[src/rtl/spell_stack_if.sv]
// spell_stack_if: executor op port, wishbone debug port and stack
// status outputs of the spell stack, bundled as one interface.
interface spell_stack_if #(
    parameter int WIDTH      = 8,
    parameter int DEPTH_LOG2 = 5
);
    logic                  op_valid;
    logic                  op_ready;
    logic [1:0]            op_pop;
    logic [1:0]            op_push;
    logic [WIDTH-1:0]      op_top;
    logic [WIDTH-1:0]      op_below;
    logic [WIDTH-1:0]      top;
    logic [WIDTH-1:0]      below;
    logic [DEPTH_LOG2:0]   sp;
    logic                  op_error;
    logic                  i_wb_cyc;
    logic                  i_wb_stb;
    logic                  i_wb_we;
    logic [31:0]           i_wb_addr;
    logic [31:0]           i_wb_data;
    logic                  o_wb_ack;
    logic [31:0]           o_wb_data;
    logic                  interrupt;

    modport master (
        output op_valid, op_pop, op_push, op_top, op_below,
        output i_wb_cyc, i_wb_stb, i_wb_we, i_wb_addr, i_wb_data,
        input  op_ready, top, below, sp, op_error,
        input  o_wb_ack, o_wb_data, interrupt
    );

    modport slave (
        input  op_valid, op_pop, op_push, op_top, op_below,
        input  i_wb_cyc, i_wb_stb, i_wb_we, i_wb_addr, i_wb_data,
        output op_ready, top, below, sp, op_error,
        output o_wb_ack, o_wb_data, interrupt
    );
endinterface

[src/rtl/spell_stack.sv]
// spell_stack: parametrised data stack with occupancy tracking, overflow/
// underflow interrupts and a wishbone debug port. Macro SPELL_STACK_PEEK_EN
// enables the 0x100 peek window into the stack.
module spell_stack #(
    parameter int WIDTH      = 8,
    parameter int DEPTH_LOG2 = 5
) (
    input logic          clock,
    input logic          reset,
    spell_stack_if.slave bus
);
    localparam int DEPTH = 1 << DEPTH_LOG2;
    localparam int SPW   = DEPTH_LOG2 + 1;
    localparam int NW    = DEPTH_LOG2 + 2;
    localparam int AW    = DEPTH_LOG2;

    logic [WIDTH-1:0] mem [DEPTH];
    logic [SPW-1:0]   sp_q;
    logic [1:0]       intr_q;
    logic [1:0]       ien_q;
    logic             ack_q;
    logic             err_q;
    logic             req_q;
    logic [31:0]      rdata_q;

    logic             req, wr, rd, first;
    logic [11:0]      addr;
    logic             a_sp, a_top, a_push, a_pop;
    logic             a_stat, a_ien, a_int;
    logic             peek_hit;
    logic [AW-1:0]    peek_idx;
    logic             full, empty;
    logic [SPW-1:0]   spm1, spm2;
    logic [WIDTH-1:0] top_w, below_w;
    logic [NW-1:0]    n, nm1, nm2;
    logic             under, over;
    logic             op_go, op_ok;
    logic [1:0]       int_set, int_clr;
    logic [31:0]      rd_val;
    logic             unused_ok;

    assign req    = bus.i_wb_cyc & bus.i_wb_stb;
    assign wr     = req & bus.i_wb_we;
    assign rd     = req & ~bus.i_wb_we;
    assign first  = req & ~req_q;
    assign addr   = bus.i_wb_addr[11:0];
    assign a_sp   = addr == 12'h000;
    assign a_top  = addr == 12'h004;
    assign a_push = addr == 12'h008;
    assign a_pop  = addr == 12'h00C;
    assign a_stat = addr == 12'h010;
    assign a_ien  = addr == 12'h014;
    assign a_int  = addr == 12'h018;

    assign full    = sp_q == SPW'(DEPTH);
    assign empty   = sp_q == '0;
    assign spm1    = sp_q - SPW'(1);
    assign spm2    = sp_q - SPW'(2);
    assign top_w   = empty ? '0 : mem[spm1[AW-1:0]];
    assign below_w = (sp_q < SPW'(2)) ? '0 : mem[spm2[AW-1:0]];

`ifdef SPELL_STACK_PEEK_EN
    logic [11:0]    poff;
    logic [SPW-1:0] pi;
    logic [SPW-1:0] pidx;
    assign poff     = addr - 12'h100;
    assign pi       = SPW'(poff[11:2]);
    assign pidx     = sp_q - SPW'(1) - pi;
    assign peek_hit = (addr >= 12'h100) && (poff[11:2] < 10'(DEPTH))
                      && (poff[1:0] == 2'b00) && (pi < sp_q);
    assign peek_idx = pidx[AW-1:0];
`else
    assign peek_hit = 1'b0;
    assign peek_idx = '0;
`endif

    // n is signed so a pop deeper than sp shows up negative
    assign n     = NW'(sp_q) - NW'(bus.op_pop) + NW'(bus.op_push);
    assign nm1   = n - NW'(1);
    assign nm2   = n - NW'(2);
    assign under = SPW'(bus.op_pop) > sp_q;
    assign over  = $signed(n) > $signed(NW'(DEPTH));

    // a POP read also moves sp, so it stalls the executor on its first cycle
    assign bus.op_ready = ~wr & ~(rd & first & a_pop);
    assign op_go        = bus.op_valid & bus.op_ready;
    assign op_ok        = op_go & ~under & ~over;

    assign int_set[0] = (op_go & under) | (rd & first & a_pop & empty);
    assign int_set[1] = (op_go & ~under & over) | (wr & first & a_push & full);
    assign int_clr    = (wr & a_int) ? bus.i_wb_data[1:0] : 2'b00;

    assign bus.top       = top_w;
    assign bus.below     = below_w;
    assign bus.sp        = sp_q;
    assign bus.op_error  = err_q;
    assign bus.o_wb_ack  = ack_q;
    assign bus.o_wb_data = rdata_q;
    assign bus.interrupt = |(intr_q & ien_q);
    assign unused_ok     = &{1'b0, bus.i_wb_addr[31:12]};

    // wishbone read data mux
    always_comb begin
        rd_val = '0;
        unique case (1'b1)
            a_sp:         rd_val = 32'(sp_q);
            a_top, a_pop: rd_val = 32'(top_w);
            a_stat:       rd_val = {full, empty, 30'(sp_q)};
            a_ien:        rd_val = 32'(ien_q);
            a_int:        rd_val = 32'(intr_q);
            peek_hit:     rd_val = 32'(mem[peek_idx]);
            default:      rd_val = '0;
        endcase
    end

    // stack storage, occupancy, interrupts and bus response registers
    always_ff @(posedge clock) begin
        if (!reset) begin
            for (int i = 0; i < DEPTH; i++) mem[i] <= '0;
            sp_q    <= '0;
            intr_q  <= '0;
            ien_q   <= '0;
            ack_q   <= 1'b0;
            err_q   <= 1'b0;
            req_q   <= 1'b0;
            rdata_q <= '0;
        end else begin
            ack_q  <= req;
            req_q  <= req;
            err_q  <= op_go & (under | over);
            intr_q <= (intr_q & ~int_clr) | int_set;
            if (rd && first) rdata_q <= rd_val;
            if (rd && first && a_pop && !empty) sp_q <= spm1;
            if (op_ok) begin
                sp_q <= n[SPW-1:0];
                if (bus.op_push != 2'd0) mem[nm1[AW-1:0]] <= bus.op_top;
                if (bus.op_push == 2'd2) mem[nm2[AW-1:0]] <= bus.op_below;
            end
            if (wr) begin
                unique case (1'b1)
                    a_sp: begin
                        if (bus.i_wb_data > 32'(DEPTH)) sp_q <= SPW'(DEPTH);
                        else sp_q <= bus.i_wb_data[SPW-1:0];
                    end
                    a_top: begin
                        if (!empty)
                            mem[spm1[AW-1:0]] <= bus.i_wb_data[WIDTH-1:0];
                    end
                    a_push: begin
                        if (first && !full) begin
                            mem[sp_q[AW-1:0]] <= bus.i_wb_data[WIDTH-1:0];
                            sp_q <= sp_q + SPW'(1);
                        end
                    end
                    a_ien:    ien_q <= bus.i_wb_data[1:0];
                    peek_hit: mem[peek_idx] <= bus.i_wb_data[WIDTH-1:0];
                    default: ;
                endcase
            end
        end
    end
endmodule

[src/flat_wrapper.sv]
// flat-port wrapper written by rule: the top's interface ports become plain ports
module spell_stack_flat 
#(
    parameter int WIDTH      = 8,
    parameter int DEPTH_LOG2 = 5
)
  (clock, reset, bus_op_valid, bus_op_pop, bus_op_push, bus_op_top, bus_op_below, bus_i_wb_cyc, bus_i_wb_stb, bus_i_wb_we, bus_i_wb_addr, bus_i_wb_data, bus_op_ready, bus_top, bus_below, bus_sp, bus_op_error, bus_o_wb_ack, bus_o_wb_data, bus_interrupt);
  spell_stack_if #(.WIDTH(WIDTH), .DEPTH_LOG2(DEPTH_LOG2)) bus_i ();
  input logic clock;
  input logic reset;
  input wire logic [$bits(bus_i.op_valid)-1:0] bus_op_valid;
  input wire logic [$bits(bus_i.op_pop)-1:0] bus_op_pop;
  input wire logic [$bits(bus_i.op_push)-1:0] bus_op_push;
  input wire logic [$bits(bus_i.op_top)-1:0] bus_op_top;
  input wire logic [$bits(bus_i.op_below)-1:0] bus_op_below;
  input wire logic [$bits(bus_i.i_wb_cyc)-1:0] bus_i_wb_cyc;
  input wire logic [$bits(bus_i.i_wb_stb)-1:0] bus_i_wb_stb;
  input wire logic [$bits(bus_i.i_wb_we)-1:0] bus_i_wb_we;
  input wire logic [$bits(bus_i.i_wb_addr)-1:0] bus_i_wb_addr;
  input wire logic [$bits(bus_i.i_wb_data)-1:0] bus_i_wb_data;
  output wire logic [$bits(bus_i.op_ready)-1:0] bus_op_ready;
  output wire logic [$bits(bus_i.top)-1:0] bus_top;
  output wire logic [$bits(bus_i.below)-1:0] bus_below;
  output wire logic [$bits(bus_i.sp)-1:0] bus_sp;
  output wire logic [$bits(bus_i.op_error)-1:0] bus_op_error;
  output wire logic [$bits(bus_i.o_wb_ack)-1:0] bus_o_wb_ack;
  output wire logic [$bits(bus_i.o_wb_data)-1:0] bus_o_wb_data;
  output wire logic [$bits(bus_i.interrupt)-1:0] bus_interrupt;
  assign bus_i.op_valid = bus_op_valid;
  assign bus_i.op_pop = bus_op_pop;
  assign bus_i.op_push = bus_op_push;
  assign bus_i.op_top = bus_op_top;
  assign bus_i.op_below = bus_op_below;
  assign bus_i.i_wb_cyc = bus_i_wb_cyc;
  assign bus_i.i_wb_stb = bus_i_wb_stb;
  assign bus_i.i_wb_we = bus_i_wb_we;
  assign bus_i.i_wb_addr = bus_i_wb_addr;
  assign bus_i.i_wb_data = bus_i_wb_data;
  assign bus_op_ready = bus_i.op_ready;
  assign bus_top = bus_i.top;
  assign bus_below = bus_i.below;
  assign bus_sp = bus_i.sp;
  assign bus_op_error = bus_i.op_error;
  assign bus_o_wb_ack = bus_i.o_wb_ack;
  assign bus_o_wb_data = bus_i.o_wb_data;
  assign bus_interrupt = bus_i.interrupt;
  spell_stack #(.WIDTH(WIDTH), .DEPTH_LOG2(DEPTH_LOG2)) u_core (.clock(clock), .reset(reset), .bus(bus_i));
endmodule
[config.mk]
export PLATFORM = sky130hd
export DESIGN_NAME = spell_stack_flat
export DESIGN_NICKNAME = d
export VERILOG_FILES = /design/src/rtl/spell_stack_if.sv /design/src/rtl/spell_stack.sv /design/src/flat_wrapper.sv
export SDC_FILE = /design/constraint.sdc
export NUM_CORES = 1
export LEC_CHECK = 0
export ABC_CLOCK_PERIOD_IN_PS = 12850
export CORE_ASPECT_RATIO = 0.8
export CORE_UTILIZATION = 50
export DETAILED_ROUTE_END_ITERATION = 16
export MAX_ROUTING_LAYER = met4
export PLACE_DENSITY = 0.66
export SLEW_MARGIN = 40
export SYNTH_ARGS = -nofsm -noshare
export SYNTH_HDL_FRONTEND = slang
export SYNTH_SLANG_ARGS = --single-unit
[constraint.sdc]
create_clock -name clock -period 12.85 [get_ports clock]
set_clock_uncertainty 0.2 [all_clocks]
set_input_delay 2.57 -clock clock [delete_from_list [all_inputs] [get_ports clock]]
set_output_delay 2.57 -clock clock [all_outputs]
set_load 0.03 [all_outputs]
==> flow_metrics.py, run 1 <==
metrics = {
    "placed_design": {
        "gp_congestion": 0.951,
        "place.port_buffers": 105,
        "detailed_place_hpwl_um": 46400,
        "place_area_mm2": 0.0208,
        "pre_cts_ws_ns": 4.14,
    },
    "cts": {
        "htreeDepth": 1,
        "cts_resized": 0,
        "root_buffer": "clkbuf_16",
        "clk_path_buf_depth": 3,
        "clk_latency_ns": 0.58,
        "clk_pin_slew_ns": 0.06,
        "cts.sink_count": 278,
        "tritoncts": "yes",
        "hold_buffers": 0,
        "cts_setup_buffers": 0,
        "cts_buffers": 30,
    },
    "drt": {
        "via_count": 15600,
        "dr.first_iter.drc_count": 2355,
        "dr.pass1.iters": 8,
        "ant_nets": 0,
        "viasPerCell": 7.02,
        "drc": 0,
        "drt-total-wl_um": 66400,
        "wire_per_inst_um": 29.9,
    },
    "cells_and_area": {
        "nets": 1823,
        "final_area_mm2": 0.0218,
        "layout-drive-gt1-share_pct": 21.9,
        "syn2layout_area_growth_pct": 12.9,
        "fin_util_pct": 58.0,
    },
    "floorplan": {
        "rows": 63,
        "start_util_pct": 51.4,
        "die-area_mm2": 0.0394,
        "die_width_um": 222,
        "core-area_mm2": 0.0375,
        "fp.dieH_um": 178,
        "io_pins": 148,
    },
    "critical_path": {
        "crit_required_ns": 12.85,
        "worstSetupEndpoint": "u_core.mem[3][6]",
        "cp-end-kind": "flip-flop",
        "crit_chain": "clkdlybuf4s50_1 -> inv_1 -> fa_1 -> inv_1 -> fa_1 -> a211o_1 -> a2111o_1 -> nand4_1 -> a211oi_4 -> buf_4 -> o31ai_4 -> nand4_4 -> o21ai_1",
        "arrival_ns": 7.99,
        "path_depth": 13,
        "crit_path_max_fanout": 36,
        "timing.reg2reg.setup_slack_ns": 6.37,
        "r2r_start": "u_core.bus.sp[1]",
        "criticalPathCategory": "input port to flip-flop",
        "r2r_cells": 12,
        "r2r_end": "u_core.mem[3][6]",
        "crit_buf_inv": 4,
        "worst_setup_path_start_kind": "input port",
        "crit_path_top_delay_cell": "o21ai_1",
        "critPathLaunch": "bus_op_push[1]",
        "cpPeakStageDelay_ns": 0.93,
        "path_delay_family": "compound AO/OA/AOI/OAI gates",
    },
    "timing": {
        "worstMarginPinSlew_ns": 0.859,
        "tns_ns": 0,
        "post-route-period-util_pct": 62.2,
        "maxSlewViolCount": 0,
        "setup_viol": 0,
        "rsz0062_at_grt": "no",
        "max_freq_mhz": 125,
        "min_period_ns": 7.99,
        "fin_ws_ns": 4.86,
        "slew_headroom_pct": 42.4,
        "hold_viol": 0,
    },
    "flow_run": {
        "max_cap_viol_count": 0,
    },
    "pwr": {
        "pwr-share-comb_pct": 65.6,
        "leakage_nw": 6.81,
        "totalPowerFinal_mw": 5.89,
        "p_switching_mw": 3.07,
        "powerDensity_mw_per_mm2": 270,
        "power_frac_clock_pct": 14.9,
        "p_int_mw": 2.82,
        "power.share.switching_pct": 52.1,
        "pwr-share-seq_pct": 19.5,
        "ir_drop_uv": 201,
    },
    "min_path": {
        "hp-class": "flip-flop to flip-flop",
    },
    "grt": {
        "overflow": 0,
        "grt_pass1_vias": 14400,
        "grt.total_usage_pct": 34.6,
        "grt_pass1_wl_um": 96000,
        "grt_max_degree": 53,
        "antenna_found_initial": 5,
    },
    "yosys": {
        "netlist_area_mm2": 0.0193,
        "synth_edf_count": 256,
        "yosysSeqAreaShare_pct": 42.2,
        "ys_async_sr_fraction_pct": 0,
        "ys_types": 81,
        "postSynthCellCount": 1657,
        "synth.avg_cell_area_um2": 11.6,
        "ys_warn_count": 0,
        "ys_ff_latch": 278,
        "synthFlopType": "edfxtp_1",
    },
    "outcome": {
        "outcome": "finished clean",
    },
}
per-layer routing:
layer  global-route usage [%]  up-vias  share of wire [%]
li1                         -     6607                  -
met4                     12.7        0                4.2
met5                        -        -                  0
met1                     47.4     7623                 38
met3                     8.69      188                 14
met2                     50.1     1156                 44
state kept, by name, summed over array words and instances (netlist names):
register              cells
u_core.bus.o_wb_ack       1
u_core.bus.sp             6
u_core.mem              256
u_core.bus.o_wb_data     10
u_core.intr_q             2
u_core.ien_q              2
u_core.bus.op_error       1
cells in the mapped netlist, types with 14 or more instances:
cell type  count  area [µm²]
o21ai_1       33         165
buf_4         22         165
xnor2_1       16         140
nor2_1        78         293
mux4_2       160        3600
buf_2         46         230
nand3_1       24         120
edfxtp_1     256        7690
a21oi_1       29         145
ha_1          27         338
o31ai_2       22         275
buf_1         18        67.6
nor4_2        31         388
nand2_1      353        1330
inv_1         21        78.8
buf_6         21         236
o31ai_1      234        1760
mux2i_1       14         140
dfxtp_1       22         440
clkbuf_1      64         240
through the flow:
step,hold slack (ns),cells
3_5_place_dp,0.247,2159
3_3_place_gp,0.242,2150
5_1_grt,0.271,2219
4_1_cts,0.255,2214
2_1_floorplan,0.284,1678
6_report,0.262,2220
power by group through the flow:
stage	clock network, mW	logic [mW]	registers (mW)
5_1_grt	0.900	3.97	1.16
4_1_cts	0.869	3.74	1.15
2_1_floorplan	0	2.43	1.13
3_3_place_gp	0	3.61	1.18
3_5_place_dp	0	3.72	1.16
6_report	0.875	3.86	1.15
how the worst min path moves through the flow:
stage | startpoint | to | slack [ns] | cells past startpoint
floorplan | u_core.ien_q[0] | u_core.ien_q[0] | 0.28 | 2
global placement | u_core.bus.o_wb_data[30] | u_core.bus.o_wb_data[30] | 0.24 | 2
detailed placement | u_core.bus.o_wb_data[31] | u_core.bus.o_wb_data[31] | 0.25 | 2
CTS | u_core.bus.o_wb_data[31] | u_core.bus.o_wb_data[31] | 0.26 | 2
global route | u_core.bus.o_wb_data[31] | u_core.bus.o_wb_data[31] | 0.27 | 2
finish | u_core.bus.o_wb_data[30] | u_core.bus.o_wb_data[30] | 0.26 | 2
cell type report:
cell class | count | area, µm²
antenna | 6 | 15.0
clock buffer | 43 | 821
clock inverter | 12 | 129
fill | 3058 | 15800
inverter | 21 | 78.8
multi-input combinational | 1208 | 10400
sequential | 278 | 8140
tap | 487 | 609
timing repair buffer | 165 | 1540
worst reg2reg max path: cells and delay by family, from the launching register on:
kind / cells / cell delay [ns]
simple gates: 2 / 0.91
flops: 1 / 0.72
buf+inv: 3 / 0.64
compound gates: 5 / 2.63
fa+ha+maj: 2 / 1.00
cell families after synthesis:
kind of cell / after synthesis / share of synthesized area (%)
compound gates: 390 / 15.4
xor+xnor: 20 / 0.909
fa+ha+maj: 29 / 1.96
buf+inv: 192 / 5.28
flops: 278 / 42.2
mux: 176 / 19.5
other cells: 1 / 0.0195
simple gates: 571 / 14.7
cells in the final DEF (no fill, tap or decap), drive strengths merged, types with 24 or more instances in the layout:
cell	n
nand3	24
clkbuf	43
mux4	160
o21ai	43
nor4	42
ha	27
edfxtp	256
clkdlybuf4s50	105
a21oi	30
nand2	353
nor2	81
o31ai	257
buf	60
Power figures use the tool's default switching activity.
==> inputs of run 2 (changes only) <==
- ABC_CLOCK_PERIOD_IN_PS: 12850 -> 7700
- clock period: 12.85 -> 7.7 ns (I/O delays scaled with it)
==> flow_metrics.py, run 2 (synthesized netlist as in run 1, its figures left out) <==
metrics = {
    "drt": {
        "wirelength_met1_um": 25400,
        "drc": 0,
        "dr.first_iter.drc_count": 2792,
        "via_count": 15600,
        "wire_per_inst_um": 29.4,
        "drt-total-wl_um": 66100,
        "viasPerCell": 6.95,
        "dr.pass1.iters": 7,
        "ant_nets": 0,
        "highest_layer": "met4",
        "met2_length_um": 28800,
        "dr_wl_met3_um": 9460,
    },
    "grt": {
        "grt_pass1_wl_um": 95900,
        "overflow": 0,
        "grt_max_degree": 69,
        "grt.total_usage_pct": 34.5,
        "antenna_found_initial": 1,
        "grt_pass1_vias": 14400,
    },
    "critical_path": {
        "cp-end-kind": "flip-flop",
        "cpPeakStageDelay_ns": 0.69,
        "crit_path_max_fanout": 34,
        "crit_required_ns": 7.70,
        "worst_setup_path_start_kind": "input port",
        "path_delay_family": "compound AO/OA/AOI/OAI gates",
        "criticalPathCategory": "input port to flip-flop",
        "crit_buf_inv": 5,
        "arrival_ns": 6.24,
        "crit_path_top_delay_cell": "o21ai_1",
        "crit_chain": "clkdlybuf4s50_1 -> inv_1 -> fa_1 -> inv_1 -> fa_1 -> a211o_1 -> a2111o_1 -> nand4_1 -> a211oi_4 -> o31ai_4 -> buf_4 -> nand4_4 -> buf_4 -> o21ai_1",
    },
    "timing": {
        "whs_ns": 0.267,
        "maxSlewViolCount": 0,
        "rsz0062_at_grt": "no",
        "max_freq_mhz": 160,
        "setup_viol": 0,
        "tns_ns": 0,
        "fin_ws_ns": 1.46,
        "slew_headroom_pct": 38.8,
        "min_period_ns": 6.24,
        "post-route-period-util_pct": 81.0,
        "worstMarginPinSlew_ns": 0.910,
        "hold_viol": 0,
    },
    "cells_and_area": {
        "regMostFlops": "u_core.mem",
        "fin_util_pct": 58.4,
        "layout-drive-gt1-share_pct": 22.5,
        "fill_cells": 2959,
        "syn2layout_area_growth_pct": 13.7,
        "mostFrequentLayoutCell": "nand2_1",
        "largest_register_ffs": 256,
        "final_cell_mix": "nand2_1, edfxtp_1, o31ai_1",
        "nets": 1858,
    },
    "cts": {
        "tritoncts": "yes",
        "cts_buffers": 30,
        "htreeDepth": 1,
        "root_buffer": "clkbuf_16",
        "cts.sink_count": 278,
        "cts_resized": 0,
        "clk_path_buf_depth": 3,
        "cts_setup_buffers": 0,
        "clk_latency_ns": 0.58,
        "clk_pin_slew_ns": 0.06,
        "hold_buffers": 0,
    },
    "min_path": {
        "hp-class": "flip-flop to flip-flop",
    },
    "pwr": {
        "powerDensity_mw_per_mm2": 448,
        "totalPowerFinal_mw": 9.81,
        "leakage_nw": 6.95,
        "ir_drop_uv": 536,
    },
    "floorplan": {
        "die_width_um": 222,
        "core-area_mm2": 0.0375,
        "fp.dieH_um": 178,
        "io_pins": 148,
        "start_util_pct": 51.4,
        "die-area_mm2": 0.0394,
        "rows": 63,
    },
    "placed_design": {
        "pre_cts_ws_ns": 0.963,
        "detailed_place_hpwl_um": 46500,
        "gp_congestion": 0.983,
        "place.port_buffers": 105,
    },
    "flow_run": {
        "max_cap_viol_count": 0,
    },
    "outcome": {
        "outcome": "finished clean",
    },
}
run 2: layout make-up:
| class | count | area, µm² | share of cell area, % |
|---|---|---|---|
| Antenna cell | 2 | 5.00 | 0.0228 |
| Tap cell | 487 | 609 | 2.78 |
| Clock inverter | 14 | 68.8 | 0.314 |
| Sequential cell | 278 | 8140 | 37.1 |
| Timing Repair Buffer | 200 | 1810 | 8.25 |
| Clock buffer | 42 | 877 | 4.00 |
| Multi-Input combinational cell | 1208 | 10300 | 47.2 |
| Inverter | 21 | 78.8 | 0.360 |
run 2: stage by stage:
| stage | instance area (µm²) | instances |
|---|---|---|
| 2_1_floorplan | 19400 | 1678 |
| 3_3_place_gp | 20900 | 2193 |
| 3_5_place_dp | 21000 | 2194 |
| 4_1_cts | 21900 | 2250 |
| 5_1_grt | 21900 | 2251 |
| 6_report | 21900 | 2252 |
run 2: path summary, 6_finish.rpt:
kind	from	end	slack, ns	cells past startpoint
max	bus_op_push[1]	u_core.mem[25][5]	1.46	14
min	u_core.bus.o_wb_data[30]	u_core.bus.o_wb_data[30]	0.27	2
max reg2reg	u_core.bus.sp[4]	u_core.mem[17][4]	2.35	8
min reg2reg	u_core.bus.o_wb_data[30]	u_core.bus.o_wb_data[30]	0.27	2
run 2: where the power goes:
group	leakage (nW)	internal, mW	switching, mW	total (mW)
sequential	2.82	1.79	0.0935	1.88
combinational	3.66	2.14	4.37	6.51
clock	0.469	0.789	0.629	1.42
run 2: worst register-to-register path: stages (launching register included):
cell     delay [ns]
dfxtp_1        0.89
inv_1          0.43
ha_1           0.34
a31oi_1        0.38
nand3_1        0.30
nor2_2         0.45
mux2i_2        0.61
nand4_4        0.53
o21ai_1        0.84
run 2: metal layers:
layer  track usage [%]  vias to the layer above
li1                  -                     6683
met3              8.59                      153
met1              48.1                     7625
met4              11.9                        0
met2              49.1                     1187
met5                 -                        -
==> inputs of run 3 (changes only) <==
- ABC_CLOCK_PERIOD_IN_PS: 7700 -> 5500
- PLACE_DENSITY: 0.66 -> 0.69
- clock period: 7.7 -> 5.5 ns (I/O delays scaled with it)
==> flow_metrics.py, run 3 (synthesized netlist as in run 1, its figures left out) <==
metrics = {
    "placed_design": {
        "gp_congestion": 1.04,
        "pre_cts_ws_ns": -0.0740,
        "place_area_mm2": 0.0222,
        "detailed_place_hpwl_um": 49900,
        "place.port_buffers": 105,
    },
    "timing": {
        "rsz0062_at_grt": "no",
        "maxSlewViolCount": 0,
        "max_freq_mhz": 195,
        "whs_ns": 0.252,
        "min_period_ns": 5.12,
        "post-route-period-util_pct": 93.1,
        "slew_headroom_pct": 45.7,
        "hold_viol": 0,
        "setup_viol": 0,
        "fin_ws_ns": 0.378,
        "worstMarginPinSlew_ns": 0.809,
    },
    "cts": {
        "tritoncts": "yes",
        "root_buffer": "clkbuf_16",
        "htreeDepth": 1,
        "clk_path_buf_depth": 3,
        "clk_latency_ns": 0.59,
        "cts_setup_buffers": 0,
        "cts.sink_count": 278,
        "clk_pin_slew_ns": 0.07,
        "cts_resized": 0,
        "cts_buffers": 30,
        "hold_buffers": 0,
    },
    "grt": {
        "antenna_found_initial": 6,
        "grt_max_degree": 94,
        "grt_pass1_vias": 15000,
        "overflow": 0,
        "grt_pass1_wl_um": 98600,
        "grt.total_usage_pct": 35.3,
    },
    "pwr": {
        "leakage_nw": 7.56,
        "totalPowerFinal_mw": 14.9,
        "powerDensity_mw_per_mm2": 644,
        "ir_drop_uv": 589,
    },
    "critical_path": {
        "crit_buf_inv": 2,
        "crit_path_top_delay_cell": "mux4_2",
        "cp-end-kind": "primary output",
        "cpPeakStageDelay_ns": 0.65,
        "worst_setup_path_start_kind": "flip-flop",
        "r2r_start": "u_core.bus.sp[0]",
        "crit_required_ns": 4.20,
        "critPathMostFrequentCell": "mux4_2",
        "crit_path_max_fanout": 93,
        "arrival_ns": 3.82,
        "critPathLaunch": "u_core.bus.sp[0]",
        "criticalPathCategory": "flip-flop to primary output",
        "crit_chain": "buf_12 -> mux4_2 -> mux4_2 -> nand2_1 -> a21oi_1 -> clkdlybuf4s50_1",
        "timing.reg2reg.setup_slack_ns": 0.82,
        "path_delay_family": "multiplexers",
    },
    "floorplan": {
        "start_util_pct": 51.4,
        "io_pins": 148,
        "die-area_mm2": 0.0394,
        "core-area_mm2": 0.0375,
        "rows": 63,
        "fp.dieH_um": 178,
        "die_width_um": 222,
    },
    "drt": {
        "via_count": 16200,
        "dr.pass1.iters": 6,
        "drt-total-wl_um": 67400,
        "wire_per_inst_um": 28.8,
        "drc": 0,
        "viasPerCell": 6.89,
        "dr.first_iter.drc_count": 2756,
        "ant_nets": 0,
    },
    "cells_and_area": {
        "final_area_mm2": 0.0231,
        "syn2layout_area_growth_pct": 20.0,
        "layout-drive-gt1-share_pct": 28.0,
        "fill_cells": 2914,
        "nets": 1949,
        "fin_util_pct": 61.7,
        "mostFrequentLayoutCell": "nand2_1",
        "final_cell_mix": "nand2_1, edfxtp_1, o31ai_1",
        "largest_register_ffs": 256,
        "regMostFlops": "u_core.mem",
    },
    "outcome": {
        "outcome": "finished clean",
    },
    "flow_run": {
        "max_cap_viol_count": 0,
    },
    "min_path": {
        "min_from": "u_core.bus.o_wb_data[31]",
        "hp-class": "flip-flop to flip-flop",
    },
}
==> run 3: changes by cell type in the layout (fill, tap and decap cells not counted), sizes merged <==
cell | previous run | this run
buf | 96 | 195
clkdlybuf4s50 | 104 | 96
clkinvlp | 1 | 0
bufinv | 0 | 2
clkbuf | 42 | 37
diode | 2 | 4
clkinv | 12 | 14
==> run 3: layout make-up <==
class	count	area, µm²	share of cell area [%]
multi-input cells	1208	10500	45.4
well taps	487	609	2.63
inverters	21	78.8	0.341
clock buffers	37	798	3.45
flip-flops and latches	278	8140	35.2
repair buffers	291	2860	12.4
diodes	4	10.0	0.0433
clock inverters	17	134	0.579
==> run 3: final timing paths <==
| kind | end | cells past startpoint |
|---|---|---|
| worst max register to register | u_core.mem[16][6] | 14 |
| worst max-delay path | bus_below[0] | 6 |
| worst min register to register | u_core.bus.o_wb_data[31] | 2 |
| worst min-delay path | u_core.bus.o_wb_data[31] | 2 |
==> run 3: per-stage QoR <==
| step | cells | setup TNS (ns) |
|---|---|---|
| finish | 2343 | 0 |
| CTS | 2338 | 0 |
| detailed placement | 2284 | -1.44 |
| global placement | 2280 | -0.503 |
| global route | 2343 | 0 |
| floorplan | 1678 | 0 |
==> run 3: routing by layer <==
layer / routed length, µm / global-route usage [%]
met2: 29400 / 50.4
met3: 9890 / 8.99
met5: 0 / -
met1: 25500 / 48.9
met4: 2610 / 12.4
==> run 3: power by group <==
group / internal (mW) / switching [mW] / total [mW]
clock: 1.12 / 0.875 / 1.99
sequential: 2.50 / 0.102 / 2.60
combinational: 3.78 / 6.51 / 10.3
total: 7.40 / 7.49 / 14.9
==> run 3: worst min-delay path: stages (launching register included) <==
cell     delay [ns]
dfxtp_1        0.31
nand2_1        0.05
a21oi_1        0.05
